==> config.mk <==
export PLATFORM = sky130hd
export DESIGN_NAME = store_buffer
export DESIGN_NICKNAME = d
export VERILOG_FILES = /design/src/rtl/store_buffer.sv
export SDC_FILE = /design/constraint.sdc
export NUM_CORES = 2
export LEC_CHECK = 0
export CORE_AREA = 2 2 693 695
export CTS_CLUSTER_SIZE = 10
export DETAILED_ROUTE_END_ITERATION = 10
export DIE_AREA = 0 0 695 697
export PLACE_DENSITY = 0.38
export SYNTH_ARGS = -nofsm -noshare
export SYNTH_HDL_FRONTEND = slang
export SYNTH_SLANG_ARGS = --single-unit
==> constraint.sdc <==
create_clock -name clk -period 31.6 [get_ports clk]
set_input_delay 7.9 -clock clk [delete_from_list [all_inputs] [get_ports clk]]
set_output_delay 7.9 -clock clk [all_outputs]
set_load 0.02 [all_outputs]
==> src/rtl/store_buffer.sv <==
// Per-strand store buffer between the memory stage, writeback and the L2.
// Define STBUF_FORWARD_EN to build in store-to-load forwarding.
`ifndef STRANDS_PER_CORE
`define STRANDS_PER_CORE 4
`endif
`ifndef STRAND_INDEX_WIDTH
`define STRAND_INDEX_WIDTH 2
`endif
`ifndef CACHE_LINE_BITS
`define CACHE_LINE_BITS 512
`endif

module store_buffer (
    input  logic                           clk,
    input  logic                           reset,
    input  logic                           dcache_store,
    input  logic                           dcache_store_sync,
    input  logic                           dcache_load,
    input  logic [`STRAND_INDEX_WIDTH-1:0] dcache_req_strand,
    input  logic [25:0]                    dcache_request_addr,
    input  logic [`CACHE_LINE_BITS-1:0]    dcache_store_data,
    input  logic [63:0]                    dcache_store_mask,
    output logic                           stbuf_rollback,
    output logic [`CACHE_LINE_BITS-1:0]    stbuf_data,
    output logic [63:0]                    stbuf_mask,
    output logic                           stbuf_sync_success,
    output logic [`STRANDS_PER_CORE-1:0]   stbuf_resume,
    output logic                           l2req_valid,
    input  logic                           l2req_ready,
    output logic                           l2req_sync,
    output logic [`STRAND_INDEX_WIDTH-1:0] l2req_strand,
    output logic [25:0]                    l2req_address,
    output logic [`CACHE_LINE_BITS-1:0]    l2req_data,
    output logic [63:0]                    l2req_mask,
    input  logic                           l2rsp_valid,
    input  logic [`STRAND_INDEX_WIDTH-1:0] l2rsp_strand,
    input  logic                           l2rsp_status
);

    localparam int NS = `STRANDS_PER_CORE;
    localparam int SW = `STRAND_INDEX_WIDTH;
    localparam int LB = `CACHE_LINE_BITS;

    typedef enum logic [1:0] {
        IDLE,
        PENDING,
        ISSUED,
        SYNC_DONE
    } ent_state_t;

    ent_state_t      ent_state [NS];
    logic [25:0]     ent_addr  [NS];
    logic [LB-1:0]   ent_data  [NS];
    logic [63:0]     ent_mask  [NS];
    logic [NS-1:0]   ent_sync;
    logic [NS-1:0]   ent_status;
    logic [SW-1:0]   rr_ptr;

    logic            handshake;
    logic [NS-1:0]   pend;
    logic            grant_valid;
    logic [SW-1:0]   grant;
    logic [SW-1:0]   arb_idx;

    ent_state_t      req_state;
    logic            addr_eq;
    logic            req_capture;
    logic            req_complete;
    logic            req_reject;
    logic            fwd_hit;

    assign handshake = l2req_valid & l2req_ready;

    // The entry being handed off this cycle is masked so it cannot be regranted.
    always_comb begin
        pend        = '0;
        grant_valid = 1'b0;
        grant       = rr_ptr;
        arb_idx     = '0;
        for (int i = 0; i < NS; i++)
            pend[i] = (ent_state[i] == PENDING);
        if (handshake)
            pend[l2req_strand] = 1'b0;
        for (int i = NS; i >= 1; i--) begin
            arb_idx = rr_ptr + SW'(i);
            if (pend[arb_idx]) begin
                grant_valid = 1'b1;
                grant       = arb_idx;
            end
        end
    end

    assign req_state = ent_state[dcache_req_strand];
    assign addr_eq   = (ent_addr[dcache_req_strand] == dcache_request_addr);

    assign req_complete = dcache_store && dcache_store_sync && addr_eq
                          && (req_state == SYNC_DONE);
    assign req_capture  = dcache_store && !req_complete
                          && (req_state == IDLE || req_state == SYNC_DONE);
    assign req_reject   = dcache_store
                          && (req_state == PENDING || req_state == ISSUED);
    assign fwd_hit      = !dcache_store && dcache_load && addr_eq
                          && !ent_sync[dcache_req_strand]
                          && (req_state == PENDING || req_state == ISSUED);

    assign l2req_sync    = l2req_valid & ent_sync[l2req_strand];
    assign l2req_address = l2req_valid ? ent_addr[l2req_strand] : '0;
    assign l2req_data    = l2req_valid ? ent_data[l2req_strand] : '0;
    assign l2req_mask    = l2req_valid ? ent_mask[l2req_strand] : '0;

    always_ff @(posedge clk) begin
        if (reset) begin
            for (int i = 0; i < NS; i++)
                ent_state[i] <= IDLE;
            rr_ptr             <= '0;
            l2req_valid        <= 1'b0;
            l2req_strand       <= '0;
            stbuf_rollback     <= 1'b0;
            stbuf_sync_success <= 1'b0;
            stbuf_resume       <= '0;
            stbuf_mask         <= '0;
            stbuf_data         <= '0;
        end else begin
            stbuf_rollback     <= 1'b0;
            stbuf_sync_success <= 1'b0;
            stbuf_resume       <= '0;
            stbuf_mask         <= '0;
            stbuf_data         <= '0;

            if (!l2req_valid || l2req_ready) begin
                l2req_valid <= grant_valid;
                if (grant_valid) begin
                    l2req_strand <= grant;
                    rr_ptr       <= grant;
                end
            end
            if (handshake)
                ent_state[l2req_strand] <= ISSUED;

            if (req_capture) begin
                ent_state[dcache_req_strand]  <= PENDING;
                ent_addr[dcache_req_strand]   <= dcache_request_addr;
                ent_data[dcache_req_strand]   <= dcache_store_data;
                ent_mask[dcache_req_strand]   <= dcache_store_mask;
                ent_sync[dcache_req_strand]   <= dcache_store_sync;
                ent_status[dcache_req_strand] <= 1'b0;
                stbuf_rollback                <= dcache_store_sync;
            end else if (req_complete) begin
                ent_state[dcache_req_strand] <= IDLE;
                stbuf_sync_success <= ent_status[dcache_req_strand];
            end else if (req_reject) begin
                stbuf_rollback <= 1'b1;
            end else if (fwd_hit) begin
`ifdef STBUF_FORWARD_EN
                stbuf_data <= ent_data[dcache_req_strand];
                stbuf_mask <= ent_mask[dcache_req_strand];
`else
                stbuf_rollback <= 1'b1;
`endif
            end

            // Responses apply after the request saw the pre-update state.
            if (l2rsp_valid) begin
                if (ent_state[l2rsp_strand] == ISSUED) begin
                    stbuf_resume[l2rsp_strand] <= 1'b1;
                    if (ent_sync[l2rsp_strand]) begin
                        ent_state[l2rsp_strand]  <= SYNC_DONE;
                        ent_status[l2rsp_strand] <= l2rsp_status;
                    end else begin
                        ent_state[l2rsp_strand] <= IDLE;
                    end
                end else begin
`ifdef SIMULATION
                    $display("store_buffer: error, response for strand %0d not issued",
                             l2rsp_strand);
`endif
                end
            end
        end
    end

endmodule
==> results.toml <==
[min_path]
hp-class = "flip-flop to flip-flop"

[layout]
final_area_mm2 = 0.1245
instances_no_fill = 12640
register_area_mm2 = 0.07302
n_fill_cell = 47890
final_layout_size_suffix_gt1_share_pct = 17.60
nNetsFinal = 6648
multi_input_area_mm2 = 0.02131
syn2layout_area_growth_pct = 27.90

[timing]
tns_ps = 0
fmax_mhz = 64.35
rsz0062_at_grt = "false"
fin_crit_ps = 15540
worst_pin_slew_ps = 1113
drv_slew = 0
hold_viol = 0
finalSetupViolCount = 0
max_slew_margin_pct = 25.83
hold_ws_ps = 585.7
skew_ps = 67.12
fin_crit_sh_pct = 49.18

[clock_tree]
cts_root_buf = "clkbuf_16"
cts_hold_buf = 0
clk_latency_ps = 940
cts.path.max_buffers = 4
clock_sinks = 2435
clkTransAtPathRegs_ps = 60
cts_made_buffers = 306
cts_tree = "yes"
cts_resized = 0
cts_setup_buffers = 0
h-tree-depth = 5

[yosys]
synth.top_cell.area_share_pct = 74.78
synth.yosys.seq_area_share_pct = 75.01
netlist_instances = 4631
synth_seq_cells = 2435
synth.distinct_cells = 52
ys_top_cells_by_count = "2424 x edfxtp_1, 633 x mux4_2, 607 x and2_1, 576 x buf_4, 105 x buf_1"
synth_edf_count = 2424
syn_area_mm2 = 0.09734
netlist_top_cells_area = "edfxtp_1 75%, mux4_2 15%, buf_4 4.4%"
synth_warnings = 0
synth.most_common_cell = "edfxtp_1"
avgSynthCellArea_um2 = 21.02
synth_top_flop_cell = "edfxtp_1"
yosysTopAreaCell = "edfxtp_1"
async_flop_share_pct = 0

[drt]
drc = 0
viasPerCell = 3.774
drt-total-wl_mm = 306.4
ant_nets = 0
post_drt_wl_per_cell_um = 24.24
dr.pass1.iters = 5
vias = 47710
drt_iter0_markers = 2787

[die]
std_cell_rows = 254
ios = 1802
die_h_um = 697
die_x_um = 695
start_util_pct = 20.41
core_area_mm2 = 0.4770
die_area_mm2 = 0.4844

[setup_path]
critical_path.top_delay_family = "buffers and inverters"
cp_cell_sequence = "buf_4 -> buf_4 -> buf_4 -> buf_4 -> buf_4 -> buf_4 -> mux4_2 -> and2_1 -> clkdlybuf4s50_1"
critPathMaxStageDelay_ps = 880
crit_required_ps = 23700
path_max_fanout = 58
end_kind = "output port"
critical_path_arrival_ps = 7640
path_class = "flip-flop to output port"
slowest_stage = "buf_4"
crit_path_frequent_cell = "buf_4"
cp-start-kind = "flip-flop"
crit_buf_inv = 7

[placed_design]
dpl.hpwl_mm = 203.0
dp_cells = 12120
place.gp.congestion = 0.7577
numPortBuffers = 1225
post_dp_cell_area_mm2 = 0.1153

[grt]
grt_overflow = 0
grt_pass1_vias = 50540
antenna_found_initial = 167
grt_max_degree = 132
grt_usage_pct = 12.21
grt_pass1_wl_mm = 418.9

[pwr]
power_leakage_nw = 38.91
power_frac_comb_pct = 24.6
switching_power_mw = 2.629
p_int_mw = 6.550
power-per-cell-area_mw_per_mm2 = 73.73
pwr-share-clk_pct = 35.1
switching_share_pct = 28.64
seqPwrFrac_pct = 40.2
ir_drop_v = 0.00004135

[job]
cap_violations = 0

[outcome]
status = "finished clean"
==> through the flow <==
step                power (mW)  util, %  worst slack [ps]
finish                   9.179    26.10             16060
floorplan                5.208        -              6273
global route             9.588    26.09             15550
CTS                      9.406    26.08             15560
global placement         6.117    24.18             16530
detailed placement       6.109    24.18             16610
==> metal layers <==
layer	up-vias	wire length [µm]	track usage (%)
met1	25120	110400	13.18
met4	90	9434	3.759
met2	1724	164000	22.61
met3	635	22000	3.741
met5	-	569	0
li1	20140	-	-
==> worst register-to-register path, cell delays in order, from the launching register on <==
cell and delay [ps]:
edfxtp_1 480, mux4_2 500, ha_1 340, nor2b_1 350, and4_4 920, buf_4 770, buf_12 530, buf_4 1020
buf_4 780
==> sequential cells by signal (all words and copies together), names as in the netlist, named ones only <==
register / cells
stbuf_resume: 4
stbuf_rollback: 1
stbuf_sync_success: 1
ent_mask: 256
ent_addr: 104
rr_ptr: 2
ent_data: 2048
ent_status: 4
l2req_valid: 1
ent_state: 8
ent_sync: 4
==> power by group through the flow <==
stage | logic, mW | clock network [mW] | registers (mW)
global placement | 2.36 | 0 | 3.76
finish | 2.26 | 3.22 | 3.69
global route | 2.42 | 3.47 | 3.70
detailed placement | 2.34 | 0 | 3.76
floorplan | 1.44 | 0 | 3.77
CTS | 2.36 | 3.35 | 3.70
==> cell families after synthesis <==
family,count (synthesis),share of synthesized area [%]
DFF,2435,75.01
buffers and inverters,798,5.329
other,1,0.003853
adders and majority gates,5,0.06427
xor gates and xnor gates,26,0.2339
AOI/OAI and AO/OA,38,0.2571
muxes,641,14.73
and+or+nand+nor,687,4.370
==> worst paths after layout <==
kind | from | to | slack (ps) | depth (start not counted)
worst max-delay path | flip-flop | l2req_mask[0] | 16060 | 9
worst min-delay path | ent_state[1][0] | stbuf_resume[1] | 590 | 1
worst max register to register | ent_state[0][0] | ent_mask[0][20] | 25490 | 8
worst min register to register | ent_state[1][0] | stbuf_resume[1] | 590 | 1
==> layout make-up <==
cell class                 count  share of cell area [%]
antenna                       33                 0.06633
clock buffer                 401                   6.519
clock inverter                87                  0.7698
inverter                       7                 0.02111
multi-input combinational   1973                   17.12
sequential                  2435                   58.65
tap                         6400                   6.432
timing repair buffer        1306                   10.42
==> cell usage in the layout (no fill, tap or decap), drive strengths merged, types with 2 or more instances in the layout <==
master / count
o22ai: 3
buf: 83
conb: 576
or4: 2
a21o: 2
clkbuf: 401
nand4: 11
mux4: 633
clkinv: 70
and2: 607
clkdlybuf4s50: 1223
o21ai: 9
dfxtp: 11
nand2b: 7
and3: 6
a211oi: 2
o211ai: 2
ha: 5
nor4: 4
o2111ai: 2
bufinv: 5
a21oi: 8
nor3: 3
nor2: 12
and4: 3
nand2: 19
nor4b: 2
a221oi: 2
nand3: 4
mux2i: 3
xnor2: 26
inv: 15
clkinvlp: 4
edfxtp: 2424
mux2: 5
diode: 33
nor2b: 3
Power figures use the tool's default switching activity.
